$ cat src/rtl/sys_pkg.sv
`default_nettype none
// ============================================================================
// Module      : sys_pkg
// Description : Types and constants shared by the systolic-array front end.
//               It defines the input-skew FSM state type, the activation
//               width, and the PE accumulator width used downstream.
// Revision    : 1.0 - initial release
// ============================================================================
package sys_pkg;

   // Signed activation byte width
   localparam int DATA_W = 8;

   // PE accumulator width, exported for downstream consumers
   localparam int SUM_W = 16;

   typedef enum logic [1:0] {
      IDLE   = 2'd0,
      STREAM = 2'd1,
      DRAIN  = 2'd2
   } skew_state_t;

endpackage : sys_pkg
`default_nettype wire

$ cat src/rtl/sys_delay_line.sv
`default_nettype none
// ============================================================================
// Module      : sys_delay_line
// Description : A fixed-depth shift register. The input appears on the
//               output after 'depth' rising edges. All stages clear to zero
//               on reset.
// Ports       : clk   - clock
//               rst_n - asynchronous active-low reset
//               din   - stage-0 input (width bits)
//               dout  - final-stage output (width bits)
// Revision    : 1.0 - initial release
// ============================================================================
module sys_delay_line #(
   parameter int depth = 1,
   parameter int width = 9
) (
   input  logic             clk,
   input  logic             rst_n,
   input  logic [width-1:0] din,
   output logic [width-1:0] dout
);

   logic [width-1:0] stage [depth];

   for (genvar i = 0; i < depth; i++) begin : g_stage
      if (i == 0) begin : g_first
         always_ff @(posedge clk or negedge rst_n) begin
            if (!rst_n) stage[0] <= '0;
            else        stage[0] <= din;
         end
      end else begin : g_next
         always_ff @(posedge clk or negedge rst_n) begin
            if (!rst_n) stage[i] <= '0;
            else        stage[i] <= stage[i-1];
         end
      end
   end

   assign dout = stage[depth-1];

endmodule : sys_delay_line
`default_nettype wire

$ cat src/rtl/sys_input_skew.sv
`default_nettype none
// ============================================================================
// Module      : sys_input_skew
// Description : Input staging for the systolic array rows. It accepts one
//               column vector of signed 8-bit activations per handshake and
//               feeds row r delayed by r cycles relative to row 0. It tracks
//               tile boundaries and pulses 'done' once the last vector of a
//               tile has fully entered the array.
// Ports       : clk        - clock, rising edge
//               rst_n      - asynchronous active-low reset
//               in_valid   - upstream vector valid
//               in_ready   - vector can be accepted this cycle
//               in_data    - packed activations, lane 0 in the LSBs
//               in_last    - accepted vector is the last of its tile
//               row_data   - per-row data_in to the array, same packing
//               row_active - per-row active qualifier
//               busy       - high whenever the FSM is not idle
//               done       - one-cycle pulse, tile fully injected
// Revision    : 1.0 - initial release
// ============================================================================
module sys_input_skew
   import sys_pkg::*;
#(
   parameter int num_rows = 2
) (
   input  logic                       clk,
   input  logic                       rst_n,
   input  logic                       in_valid,
   output logic                       in_ready,
   input  logic [DATA_W*num_rows-1:0] in_data,
   input  logic                       in_last,
   output logic [DATA_W*num_rows-1:0] row_data,
   output logic [num_rows-1:0]        row_active,
   output logic                       busy,
   output logic                       done
);

   localparam int cnt_width = $clog2(num_rows + 1);
   localparam logic [cnt_width-1:0] drain_load = cnt_width'(num_rows - 1);

   skew_state_t          state;
   logic [cnt_width-1:0] cnt;
   logic                 accept;

   // Ready depends only on state so upstream can never form a comb loop
   assign in_ready = (state != DRAIN);
   assign accept   = in_valid && in_ready;
   assign busy     = (state != IDLE);

   // DRAIN holds off new vectors until the last one reaches the bottom row
   always_ff @(posedge clk or negedge rst_n) begin
      if (!rst_n) begin
         state <= IDLE;
         cnt   <= '0;
         done  <= 1'b0;
      end else begin
         done <= 1'b0;
         case (state)
            IDLE: begin
               if (accept) begin
                  if (in_last) begin
                     state <= DRAIN;
                     cnt   <= drain_load;
                  end else begin
                     state <= STREAM;
                  end
               end
            end
            STREAM: begin
               if (accept && in_last) begin
                  state <= DRAIN;
                  cnt   <= drain_load;
               end
            end
            DRAIN: begin
               if (cnt != '0) begin
                  cnt <= cnt - 1'b1;
               end else begin
                  state <= IDLE;
                  done  <= 1'b1;
               end
            end
            default: begin
               state <= IDLE;
               cnt   <= '0;
            end
         endcase
      end
   end

   // Lane r uses r+1 stages. Non-accepted cycles inject a zero bubble so
   // the data byte is never nonzero while its active bit is low.
   for (genvar r = 0; r < num_rows; r++) begin : g_lane
      logic [DATA_W:0] lane_in;
      logic [DATA_W:0] lane_out;

      assign lane_in = {accept,
                        accept ? in_data[DATA_W*r +: DATA_W] : {DATA_W{1'b0}}};

      sys_delay_line #(
         .depth (r + 1),
         .width (DATA_W + 1)
      ) u_delay (
         .clk   (clk),
         .rst_n (rst_n),
         .din   (lane_in),
         .dout  (lane_out)
      );

      assign row_active[r]                 = lane_out[DATA_W];
      assign row_data[DATA_W*r +: DATA_W]  = lane_out[DATA_W-1:0];
   end

endmodule : sys_input_skew
`default_nettype wire

$ cat config.mk
export PLATFORM = sky130hd
export DESIGN_NAME = sys_input_skew
export DESIGN_NICKNAME = d
export VERILOG_FILES = /design/src/rtl/sys_pkg.sv /design/src/rtl/sys_delay_line.sv /design/src/rtl/sys_input_skew.sv
export SDC_FILE = /design/constraint.sdc
export NUM_CORES = 1
export LEC_CHECK = 0
export BUFFER_PORTS_ARGS = -buffer_cell sky130_fd_sc_hd__clkbuf_2
export CORE_MARGIN = 2
export CORE_UTILIZATION = 47
export DETAILED_ROUTE_END_ITERATION = 8
export PLACE_DENSITY = 0.77
export SLEW_MARGIN = 5
export SYNTH_ARGS = -nofsm -noshare
export SYNTH_HDL_FRONTEND = slang
export SYNTH_HIERARCHICAL = 1
export SYNTH_SLANG_ARGS = --single-unit
$ cat constraint.sdc
create_clock -name clk -period 1.31 [get_ports clk]
set_input_delay 0.262 -clock clk [delete_from_list [all_inputs] [get_ports clk]]
set_output_delay 0.262 -clock clk [all_outputs]
set_load 0.03 [all_outputs]
* Word-level counts from Yosys, hierarchy flattened
Cells that the tools add are included.
Storage, ports and cells: bits in registers 32, bits in latches 0, RAM bits 0, ROM bits 0, input bits 20, output and inout port bits 21, memories 0
Cells by class: add/sub/neg operators 1, multiply operators 0, divide/modulo/power cells 0, $lt $le $gt $ge 0, equal/unequal tests 8, shift-type cells 0, muxes and demuxes 14, bitwise logic cells 0, reduce and logical (&&, ||, !) cells 7
Operator list (number):
- 2-to-1 mux 2 bit | 8
- 2-to-1 mux 8 bit | 2
- inequality test 2 bit, second input constant | 6
- one-hot mux 2 bit (3 select lines) | 2
- AND reduction 4 bit | 1
- nonzero test 2 bit | 2
- AND reduction 3 bit | 1
- equality test 2 x 1 -> 1 bit, second input constant | 1
- equality test 2 bit, second input constant | 1
- logical AND 1 bit | 2
- zero test 2 bit | 1
- 2-to-1 mux 1 bit | 2
- subtractor 2 x 1 -> 2 bit, second input constant | 1

* Logic depth before layout (Yosys ltp)
depth in word-level cells 5, gate-level depth with buffers 5

* Modules after synthesis
The synthesis kept the hierarchy.
Modules (own cells, without submodules):
- sys_delay_line at g_lane[1].u_delay | instances 1, cells each 27, area an instance 518.0 um^2
- sys_input_skew | instances 1, cells each 44, area an instance 367.9 um^2
- sys_delay_line at g_lane[0].u_delay | instances 1, cells each 9, area an instance 225.2 um^2

* Worst setup path before layout
Ideal clock, no wire load.
kind register to output, from register state[1], to output busy, data arrival time 0.768 ns, slack 0.280 ns, cell stages (with the launch flop) 2, buffers on the path 0, path through dfrtp_1 -> or2_2
Between the ends: cells in the longest elaborated chain, start to end 1
RTL lines:
- start, declared | line sys_input_skew.sv:41 | skew_state_t state;
- start signal, assigned | line sys_input_skew.sv:53 | state <= IDLE;
- start signal, assigned | line sys_input_skew.sv:62 | state <= DRAIN;
- start signal, assigned | line sys_input_skew.sv:65 | state <= STREAM;
- nonzero test 2 bit | line sys_input_skew.sv:48 | assign busy = (state != IDLE);
- end, declared | line sys_input_skew.sv:34 | output logic busy,
Every way passes these cells.

* Final worst setup path
from register state[0], to output busy
Same word-level chain as after synthesis.

==> results by group <==
Run status
  – Outcome: finished, violations left
  – Failing checks: setup timing

Global route
  – Vias in the first global route: ~700
  – First-pass GRT wire length: 3.10 mm
  – Initial antenna violation count: 0
  – Gr ovfl total: 0
  – Gr usage total: 0.164
  – Largest net degree at the start of global routing: 33

Final layout
  – Util after Layout: 0.627
  – Ant diodes: 0
  – Total Nets Final: between 100 and 150
  – Layout Cells excl Fill: 149
  – Area growth syn-to-layout: 26.0%
  – Share of layout cells above drive strength 1: 0.471
  – Finished Cell Area: about 1400 um^2

Die
  – Core area: 2230 um^2
  – IO Pins: 41
  – Die area: 2770 um^2
  – Starting Density: 0.497
  – DIE HEIGHT: about 53 um
  – Row Count: 17
  – Chip width: roughly 53 um

Synthesis
  – Synth unique cells: 20
  – Syn. warnings: 6
  – Flops & latches, synth: 32
  – Top cells by area, synth: dfrtp_1, and3_1, buf_4
  – Syn Inst Count: 80
  – Post-synth top area cell: dfrtp_1
  – Register area share after synthesis: 0.721
  – Mapped Nets: 101
  – Mapped Avg Cell Area: 13.9 um^2
  – Synth top area share: 0.721
  – Post-Synthesis Cell Area: 1110 um^2

Clock network
  – CTS sink cnt: 32
  – # H-tree levels: 2
  – CTS tree: built
  – CTS buffer count: 5
  – Root Buffer: clkbuf_4
  – Worst-Skew Late Latency: 0.32 ns
  – Clock transition at path regs: 0.09 ns
  – Clk buf depth: 2

Setup path
  – Slowest cell on the critical path: dfrtp_1
  – Startpoint type of the worst setup path: register
  – CP endpoint kind: output pin
  – CP max stage delay: 0.41 ns
  – Worst path top cell family by delay: flip-flops
  – Required time of the critical path: 1.05 ns
  – Worst path bufs/invs: 1
  – CP Class: reg -> out
  – CP Max Fanout: 3
  – Crit path cell chain: or2_4, buf_8
  – WP data arrival: 1.12 ns

Routing
  – Antenna Nets Post-Route: 0
  – WL final: between 1.5 and 2 mm
  – DR vias/cell: 4.83
  – Initial DRC Count: 13
  – Wire per inst: 12.6 um
  – Routed via count: just over 700
  – DRC Markers: 0
  – First-pass DRT Iterations: 4

Timing
  – Post-route minimum period: 1.39 ns
  – Setup violators final: 1
  – Max Slew Vio Count: 0
  – Period Utilization, post-route: 1.06
  – Setup ws final: -0.0752 ns
  – Hold Violations, Final: 0
  – RSZ-0062 raised after global routing: true
  – Max Clock Freq: 0.722 GHz
  – Slew margin rel.: 0.748
  – Skew final: about 0.0043 ns
  – Worst Tran Pin Value: between 0.3 and 0.4 ns

Place
  – PortBufs: 40
  – Post-DP Area: 1260 um^2
  – Routability Congestion: 0.670
  – Cells after DPL: ~140

Power
  – Max VDD drop: 0.00103 V
  – Leak: 0.800 nW
  – Power per cell area: approximately 1800 nW/um^2
  – Total Power: approximately 2.6 mW

Run
  – Max_cap viols: 0

Hold path
  – Hold crit path type: in -> reg
[per-stage QoR]
stage | setup slack (ns) | hold slack [ns] | TNS (ns)
floorplan | 0.280 | -0.0336 | 0
global placement | 0.145 | 0.288 | 0
detailed placement | 0.107 | 0.300 | 0
CTS | -0.101 | 0.150 | -0.146
global route | -0.122 | 0.147 | -0.169
finish | -0.0752 | 0.165 | -0.0752
[kinds of logic (layout without fill, tap and decap cells)]
logic type | after synthesis | after routing | share of synthesized area
AND/OR/NAND/NOR | 23 | 23 | 0.124
adder cells (fa/ha/maj) | 1 | 1 | 0.0113
flip-flops | 32 | 32 | 0.721
AO/OA/AOI/OAI | 8 | 8 | 0.0451
buffers and inverters | 16 | 57 | 0.0991
[cells in the mapped netlist (all sizes together)]
| master | instances |
|---|---|
| dfrtp | 32 |
| and3 | 16 |
| buf | 11 |
| inv | 3 |
| a21oi | 2 |
| clkbuf | 2 |
| nand2 | 2 |
| nor2 | 2 |
| o21ai | 2 |
| a21o | 1 |
| and2 | 1 |
| ha | 1 |
| nand2b | 1 |
| o21a | 1 |
| o22ai | 1 |
| o32ai | 1 |
| or2 | 1 |
[layout make-up]
type / instances / area [um^2]
clock buffers: 7 / 65.1
fillers: 182 / 833
inverters: 3 / 11.3
multi-input cells: 32 / 208
flip-flops and latches: 32 / 802
well taps: 28 / 35.0
repair buffers: 47 / 279
[power breakdown]
part / total [mW] / internal [mW] / switching, mW
logic: 0.779 / 0.324 / 0.456
registers: 1.20 / 1.14 / 0.0613
clock network: 0.594 / 0.304 / 0.290
[state kept, by name, indices dropped and copies added, names as in the netlist]
name,cells
g_lane.u_delay/stage,9
state,2
done,1
g_lane.u_delay/dout,18
cnt,2
[per-layer routing]
layer / global-route usage / part of all wire / vias to the layer above
met5: 0 / 0 / -
li1: - / - / 335
met4: 0.0769 / 0.0053 / 0
met1: 0.171 / 0.38 / 349
met3: 0.0771 / 0.10 / 2
met2: 0.277 / 0.52 / 33
[worst paths after layout]
path / startpoint / to / slack [ns] / cells after the start
min in group asynchronous: rst_n / g_lane[0].u_delay/dout[3] / 0.49 / 3
hold reg to reg: g_lane[1].u_delay/stage[17] / g_lane[1].u_delay/dout[8] / 0.35 / 0
max in group asynchronous: rst_n / state[1] / 0.53 / 3
setup / recovery: state[0] / busy / -0.08 / 2
hold / removal: in_data[1] / g_lane[0].u_delay/dout[1] / 0.17 / 2
setup reg to reg: state[0] / g_lane[1].u_delay/stage[13] / 0.12 / 4
[repair_timing]
action,4_1_cts,5_1_grt
hold buffers,1,0
setup endpoints to repair,2,2
gates resized for setup,8,2
setup buffers,4,0
endpoints found under the hold margin,32,0
[worst register-to-register path: stages (launching register included)]
cell and delay (ns):
dfrtp_1 0.41, nand2b_4 0.16, buf_4 0.18, buf_4 0.15, and3_1 0.18
[cells in the final DEF (no fill, tap or decap), types with 2 or more instances in the layout]
master and n:
buf_8 2, a21oi_1 2, clkbuf_4 5, nand2_1 2
and3_1 15, clkbuf_2 38, clkbuf_8 2, o21ai_0 2
buf_4 5, dfrtp_1 31, inv_1 3, nor2_1 2
Note: power is estimated with default switching activity, not from simulation.
